### config.mk
export PLATFORM = sky130hd
export DESIGN_NAME = mem_access_ctrl
export DESIGN_NICKNAME = d
export VERILOG_FILES = /design/src/rtl/mem_ctrl_pkg.sv /design/src/rtl/ctrl_wait_counter.sv /design/src/rtl/mem_access_ctrl.sv
export SDC_FILE = /design/constraint.sdc
export NUM_CORES = 1
export LEC_CHECK = 0
export ABC_AREA = 1
export CORE_ASPECT_RATIO = 0.7
export CORE_MARGIN = 2
export CORE_UTILIZATION = 45
export CTS_CLUSTER_DIAMETER = 50
export CTS_CLUSTER_SIZE = 16
export DETAILED_ROUTE_END_ITERATION = 12
export PLACE_DENSITY = 0.85
export SYNTH_ARGS = -nofsm -noshare
export SYNTH_HDL_FRONTEND = slang
export SYNTH_SLANG_ARGS = --single-unit
### constraint.sdc
create_clock -name clk -period 13.06 [get_ports clk]
set_input_delay 3.265 -clock clk [delete_from_list [all_inputs] [get_ports clk]]
set_output_delay 3.265 -clock clk [all_outputs]
set_load 0.005 [all_outputs]
### src/rtl/mem_ctrl_pkg.sv
// rtl/mem_ctrl_pkg.sv - shared types and constants for the memory access controller
package mem_ctrl_pkg;

    typedef logic [15:0] word_t;

    typedef enum logic [3:0] {
        IDLE     = 4'd0,
        RD_A     = 4'd1,
        WAIT_A   = 4'd2,
        RD_B     = 4'd3,
        WAIT_B   = 4'd4,
        EXEC     = 4'd5,
        WAIT_RES = 4'd6,
        WR       = 4'd7,
        DONE     = 4'd8
    } state_t;

    localparam logic REGION_0 = 1'b0;
    localparam logic REGION_1 = 1'b1;

    // Word accesses need even byte addresses.
    function automatic logic is_odd(input word_t a);
        return a[0];
    endfunction

endpackage

### src/rtl/ctrl_wait_counter.sv
// rtl/ctrl_wait_counter.sv - loadable down-counter with zero flag
module ctrl_wait_counter
    import mem_ctrl_pkg::*;
(
    input  logic  i_clk,
    input  logic  i_rst,
    input  logic  i_load,
    input  word_t i_load_val,
    input  logic  i_dec,
    output logic  o_zero
);

    word_t r_count;

    // Load has priority; decrement saturates at zero.
    always_ff @(posedge i_clk or posedge i_rst) begin
        if (i_rst) begin
            r_count <= '0;
        end else if (i_load) begin
            r_count <= i_load_val;
        end else if (i_dec && (r_count != 16'd0)) begin
            r_count <= r_count - 16'd1;
        end
    end

    assign o_zero = (r_count == 16'd0);

endmodule

### src/rtl/mem_access_ctrl.sv
// rtl/mem_access_ctrl.sv - fetch two operands, hand them off, write back the result
module mem_access_ctrl
    import mem_ctrl_pkg::*;
#(
    parameter int unsigned READ_LAT = 1,
    parameter int unsigned TIMEOUT  = 255
) (
    input  logic  clk,
    input  logic  rst,
    input  logic  start,
    input  word_t addr_a,
    input  word_t addr_b,
    input  word_t addr_r,
    input  logic  region,
    output logic  busy,
    output logic  done,
    output logic  err,
    output word_t op_a,
    output word_t op_b,
    output logic  op_valid,
    input  logic  op_ready,
    input  word_t res,
    input  logic  res_valid,
    output logic  mem_e,
    output logic  mem_we,
    output logic  mem_data,
    output word_t mem_addr,
    output word_t mem_wdata,
    input  word_t mem_rdata
);

    // The counter holds "remaining cycles minus one" so zero marks the last cycle.
    localparam word_t LAT_LOAD = word_t'(READ_LAT - 1);
    localparam word_t TMO_LOAD = word_t'(TIMEOUT - 1);

    state_t r_state;
    state_t w_next;
    word_t  r_addr_a;
    word_t  r_addr_b;
    word_t  r_addr_r;
    word_t  r_res;
    logic   r_region;

    logic   w_accept;
    logic   w_bad_addr;
    logic   w_cap_a;
    logic   w_cap_b;
    logic   w_cap_res;
    logic   w_timeout;
    logic   w_cnt_load;
    logic   w_cnt_dec;
    logic   w_cnt_zero;
    word_t  w_cnt_val;

    ctrl_wait_counter u_wait_counter (
        .i_clk      (clk),
        .i_rst      (rst),
        .i_load     (w_cnt_load),
        .i_load_val (w_cnt_val),
        .i_dec      (w_cnt_dec),
        .o_zero     (w_cnt_zero)
    );

    // State register.
    always_ff @(posedge clk or posedge rst) begin
        if (rst) begin
            r_state <= IDLE;
        end else begin
            r_state <= w_next;
        end
    end

    // Next-state decode and memory/handshake outputs.
    always_comb begin
        w_next     = r_state;
        w_accept   = 1'b0;
        w_bad_addr = 1'b0;
        w_cap_a    = 1'b0;
        w_cap_b    = 1'b0;
        w_cap_res  = 1'b0;
        w_timeout  = 1'b0;
        w_cnt_load = 1'b0;
        w_cnt_dec  = 1'b0;
        w_cnt_val  = LAT_LOAD;
        mem_e      = 1'b0;
        mem_we     = 1'b0;
        mem_data   = 1'b0;
        mem_addr   = '0;
        mem_wdata  = '0;
        op_valid   = 1'b0;
        done       = 1'b0;
        case (r_state)
            IDLE: begin
                if (start) begin
                    w_accept = 1'b1;
                    if (is_odd(addr_a) || is_odd(addr_b) || is_odd(addr_r)) begin
                        w_bad_addr = 1'b1;
                        w_next     = DONE;
                    end else begin
                        w_next = RD_A;
                    end
                end
            end
            RD_A: begin
                mem_e      = 1'b1;
                mem_addr   = r_addr_a;
                mem_data   = r_region;
                w_cnt_load = 1'b1;
                w_next     = WAIT_A;
            end
            WAIT_A: begin
                if (w_cnt_zero) begin
                    w_cap_a = 1'b1;
                    w_next  = RD_B;
                end else begin
                    w_cnt_dec = 1'b1;
                end
            end
            RD_B: begin
                mem_e      = 1'b1;
                mem_addr   = r_addr_b;
                mem_data   = r_region;
                w_cnt_load = 1'b1;
                w_next     = WAIT_B;
            end
            WAIT_B: begin
                if (w_cnt_zero) begin
                    w_cap_b = 1'b1;
                    w_next  = EXEC;
                end else begin
                    w_cnt_dec = 1'b1;
                end
            end
            EXEC: begin
                op_valid = 1'b1;
                if (op_ready) begin
                    w_cnt_load = 1'b1;
                    w_cnt_val  = TMO_LOAD;
                    w_next     = WAIT_RES;
                end
            end
            WAIT_RES: begin
                if (res_valid) begin
                    w_cap_res = 1'b1;
                    w_next    = WR;
                end else if (w_cnt_zero) begin
                    w_timeout = 1'b1;
                    w_next    = DONE;
                end else begin
                    w_cnt_dec = 1'b1;
                end
            end
            WR: begin
                mem_e     = 1'b1;
                mem_we    = 1'b1;
                mem_addr  = r_addr_r;
                mem_wdata = r_res;
                mem_data  = r_region;
                w_next    = DONE;
            end
            DONE: begin
                done   = 1'b1;
                w_next = IDLE;
            end
            default: begin
                w_next = IDLE;
            end
        endcase
    end

    assign busy = (r_state != IDLE);

    // Request latch, operand/result capture and the sticky error flag.
    always_ff @(posedge clk or posedge rst) begin
        if (rst) begin
            r_addr_a <= '0;
            r_addr_b <= '0;
            r_addr_r <= '0;
            r_region <= REGION_0;
            r_res    <= '0;
            op_a     <= '0;
            op_b     <= '0;
            err      <= 1'b0;
        end else begin
            if (w_accept) begin
                r_addr_a <= addr_a;
                r_addr_b <= addr_b;
                r_addr_r <= addr_r;
                r_region <= region;
                err      <= w_bad_addr;
            end
            if (w_timeout) begin
                err <= 1'b1;
            end
            if (w_cap_a) begin
                op_a <= mem_rdata;
            end
            if (w_cap_b) begin
                op_b <= mem_rdata;
            end
            if (w_cap_res) begin
                r_res <= res;
            end
        end
    end

endmodule

==> flow_summary.toml <==
[worst_setup_path]
cpMostUsedCell = "inv_1"
path_max_fanout = 24
startpoint = "r_state[3]"
cp-end-kind = "primary output"
worstPathCellList = "inv_1 > nand2_2 > nor2_1 > inv_1 > o221ai_1 > clkdlybuf4s50_1"
cp_slowest_cell = "inv_1"
path_depth = 6
path_class = "flop to primary output"
cp-start-kind = "flop"
r2r_start = "u_wait_counter.r_count[0]"
worst-path-buf-inv = 3
critPathTopFamily = "buffers and inverters"
critPathRequiredTime_ns = 9.80
r2r_cells = 8
slowest_delay_ns = 0.65
crit_arrival_ns = 3.19

[placement]
dp_slack_ns = 7.06
gp_congestion = 0.894
dpl.hpwl_um = 10200
io_buffers = 156

[layout]
mostFrequentLayoutCells = "nand2_1 (173), clkdlybuf4s50_1 (156), dfrtp_1 (118)"
drive_above_1_share = 0.0842
final_common_cell = "nand2_1"
nets = 906
n_fill_cell = 958
layout-area-overhead-vs-synth_pct = 41.2
n_antenna_cell = 0

[worst_hold_path]
hp-class = "flop to flop"
min_delay_path_depth = 2
min_from = "op_a[2]"

[route]
postRouteWirelength_um = 14600
ant_nets = 0
drt_iter0_drc = 381
vias = 4968
drcViolationCount = 0
drt_first_pass_iters = 5
avgViaCountPerCell = 5.03
post_drt_wl_per_cell_um = 14.8

[floorplanning]
die_h_um = 96.8
start_util = 0.468
core_area_um2 = 11900
rows = 33
die-width_um = 137
design.die.area_um2 = 13200
io_pins = 157

[power]
p_int_mw = 1.03
combPwrFrac = 0.332
powerDensity_nw_per_um2 = 203
p_clk_frac = 0.306
switchingPower_mw = 0.558
swShare = 0.351
vdd_drop_max_v = 0.000135
power_frac_seq = 0.361
power_leakage_nw = 3.76

[clock_network]
insertion_delay_ns = 0.41
htree_levels = 4
holdBufCountCts = 0
clockBufferDepth = 2
cts_tree = "done"
cts_sinks = 118
numCtsBuffers = 17
cts_setup_buffers = 0
cts-root-buf = "clkbuf_16"
clkTransAtPathRegs_ns = 0.06
cts.repair.resized = 0

[synth]
yosys_register_bits = 118
avgSynthCellArea_um2 = 8.32
yosysWarnings = 0
postSynthCellCount = 666
ys_types = 34
syn_nets = 754
yosysSeqAreaShare = 0.533
synth_area_um2 = 5540

[timing]
hold-worst-slack_ns = 0.482
finClkSkew_ns = 0.00960
fin_crit_ns = 6.45
finalHoldViolCount = 0
slew_headroom = 0.213
worst_slew_pin_slew_ns = 1.18
finalSetupTns_ns = 0
setup_viol = 0
rsz0062_at_grt = "false"
fmax_ghz = 0.155
setup_ws_ns = 6.61
period_share = 0.494
slew_violations = 0

[global_routing]
grt_remaining_overflow = 0
antenna_found_initial = 0
grtUsageTotal = 0.230
grt_pass1_vias = 4834
grt_max_degree = 82
grt_first_pass_wirelength_um = 23800

[job]
max_cap_viol_count = 0

[status]
status = "finished clean"
## cells in the mapped netlist (all sizes together)
master | count | share of area
nand2 | 176 | 0.12
dfrtp | 118 | 0.53
inv | 93 | 0.063
nor2 | 78 | 0.056
o21ai | 55 | 0.050
nand3 | 34 | 0.032
mux2 | 19 | 0.039
a21oi | 18 | 0.016
o21a | 16 | 0.022
buf | 13 | 0.013
clkbuf | 13 | 0.0088
o221ai | 13 | 0.021
nand4 | 5 | 0.0056
o211ai | 3 | 0.0041
ha | 2 | 0.0045
nor3 | 2 | 0.0027
o21bai | 2 | 0.0027
clkinv | 1 | 0.00068
nor4 | 1 | 0.0011
o22ai | 1 | 0.0011
or2 | 1 | 0.0011
xnor2 | 1 | 0.0016
xor2 | 1 | 0.0016
## final cells by class
| type | count | area, µm² | area share |
|---|---|---|---|
| clock buffers | 17 | 425 | 0.0544 |
| multi-input cells | 428 | 2120 | 0.270 |
| inverters | 94 | 355 | 0.0454 |
| well taps | 157 | 196 | 0.0251 |
| repair buffers | 159 | 1580 | 0.202 |
| clock inverters | 15 | 194 | 0.0248 |
| flip-flops and latches | 118 | 2950 | 0.377 |
## path summary, 6_finish.rpt
| kind | to | slack [ns] |
|---|---|---|
| max | mem_addr[2] | 6.61 |
| min | op_a[2] | 0.48 |
| max reg2reg | op_a[12] | 10.43 |
| min reg2reg | op_a[2] | 0.48 |
| max in group asynchronous | r_addr_a[1] | 8.53 |
| min in group asynchronous | op_b[2] | 3.34 |
## per-stage QoR
stage          cell area, µm²  power (mW)  std cells   util
2_1_floorplan            5540       0.919        666      -
3_3_place_gp             7200        1.08        956  0.608
3_5_place_dp             7200        1.10        956  0.608
4_1_cts                  7820        1.60        988  0.660
5_1_grt                  7820        1.70        988  0.660
6_report                 7820        1.59        988  0.660
## sequential cells by signal, indices dropped and copies added, names as in the netlist
| signal | cells |
|---|---|
| r_region | 1 |
| op_a | 16 |
| r_addr_r | 16 |
| op_b | 16 |
| r_addr_b | 16 |
| u_wait_counter.r_count | 16 |
| r_state | 4 |
| r_res | 16 |
| r_addr_a | 16 |
| err | 1 |
## worst reg2reg max path: stages, from the launching register on
cell and delay [ns]:
dfrtp_1 0.39, inv_1 0.11, ha_1 0.16, inv_1 0.04
nor2_1 0.12, nand2_1 0.07, nor2_1 0.15, nand4_1 0.91
o21ai_0 0.57
## power groups by stage
| stage | logic, mW | registers (mW) | clock network, mW |
|---|---|---|---|
| global placement | 0.509 | 0.569 | 0 |
| finish | 0.529 | 0.575 | 0.487 |
| detailed placement | 0.522 | 0.577 | 0 |
| CTS | 0.528 | 0.573 | 0.495 |
| floorplan | 0.360 | 0.559 | 0 |
| global route | 0.601 | 0.589 | 0.514 |
## per-layer routing
layer,GRT usage,up-vias,wire length (µm)
li1,-,2435,-
met1,0.313,2318,6450
met2,0.339,199,6440
met3,0.0933,16,1550
met4,0.0657,0,181
met5,0,-,0
## cell families after synthesis
| logic type | synth area share |
|---|---|
| buf+inv | 0.0853 |
| flops | 0.533 |
| simple gates | 0.219 |
| compound gates | 0.117 |
| fa+ha+maj | 0.00451 |
| mux | 0.0386 |
| xor+xnor | 0.00316 |
Note: power is estimated with default switching activity, not from simulation.
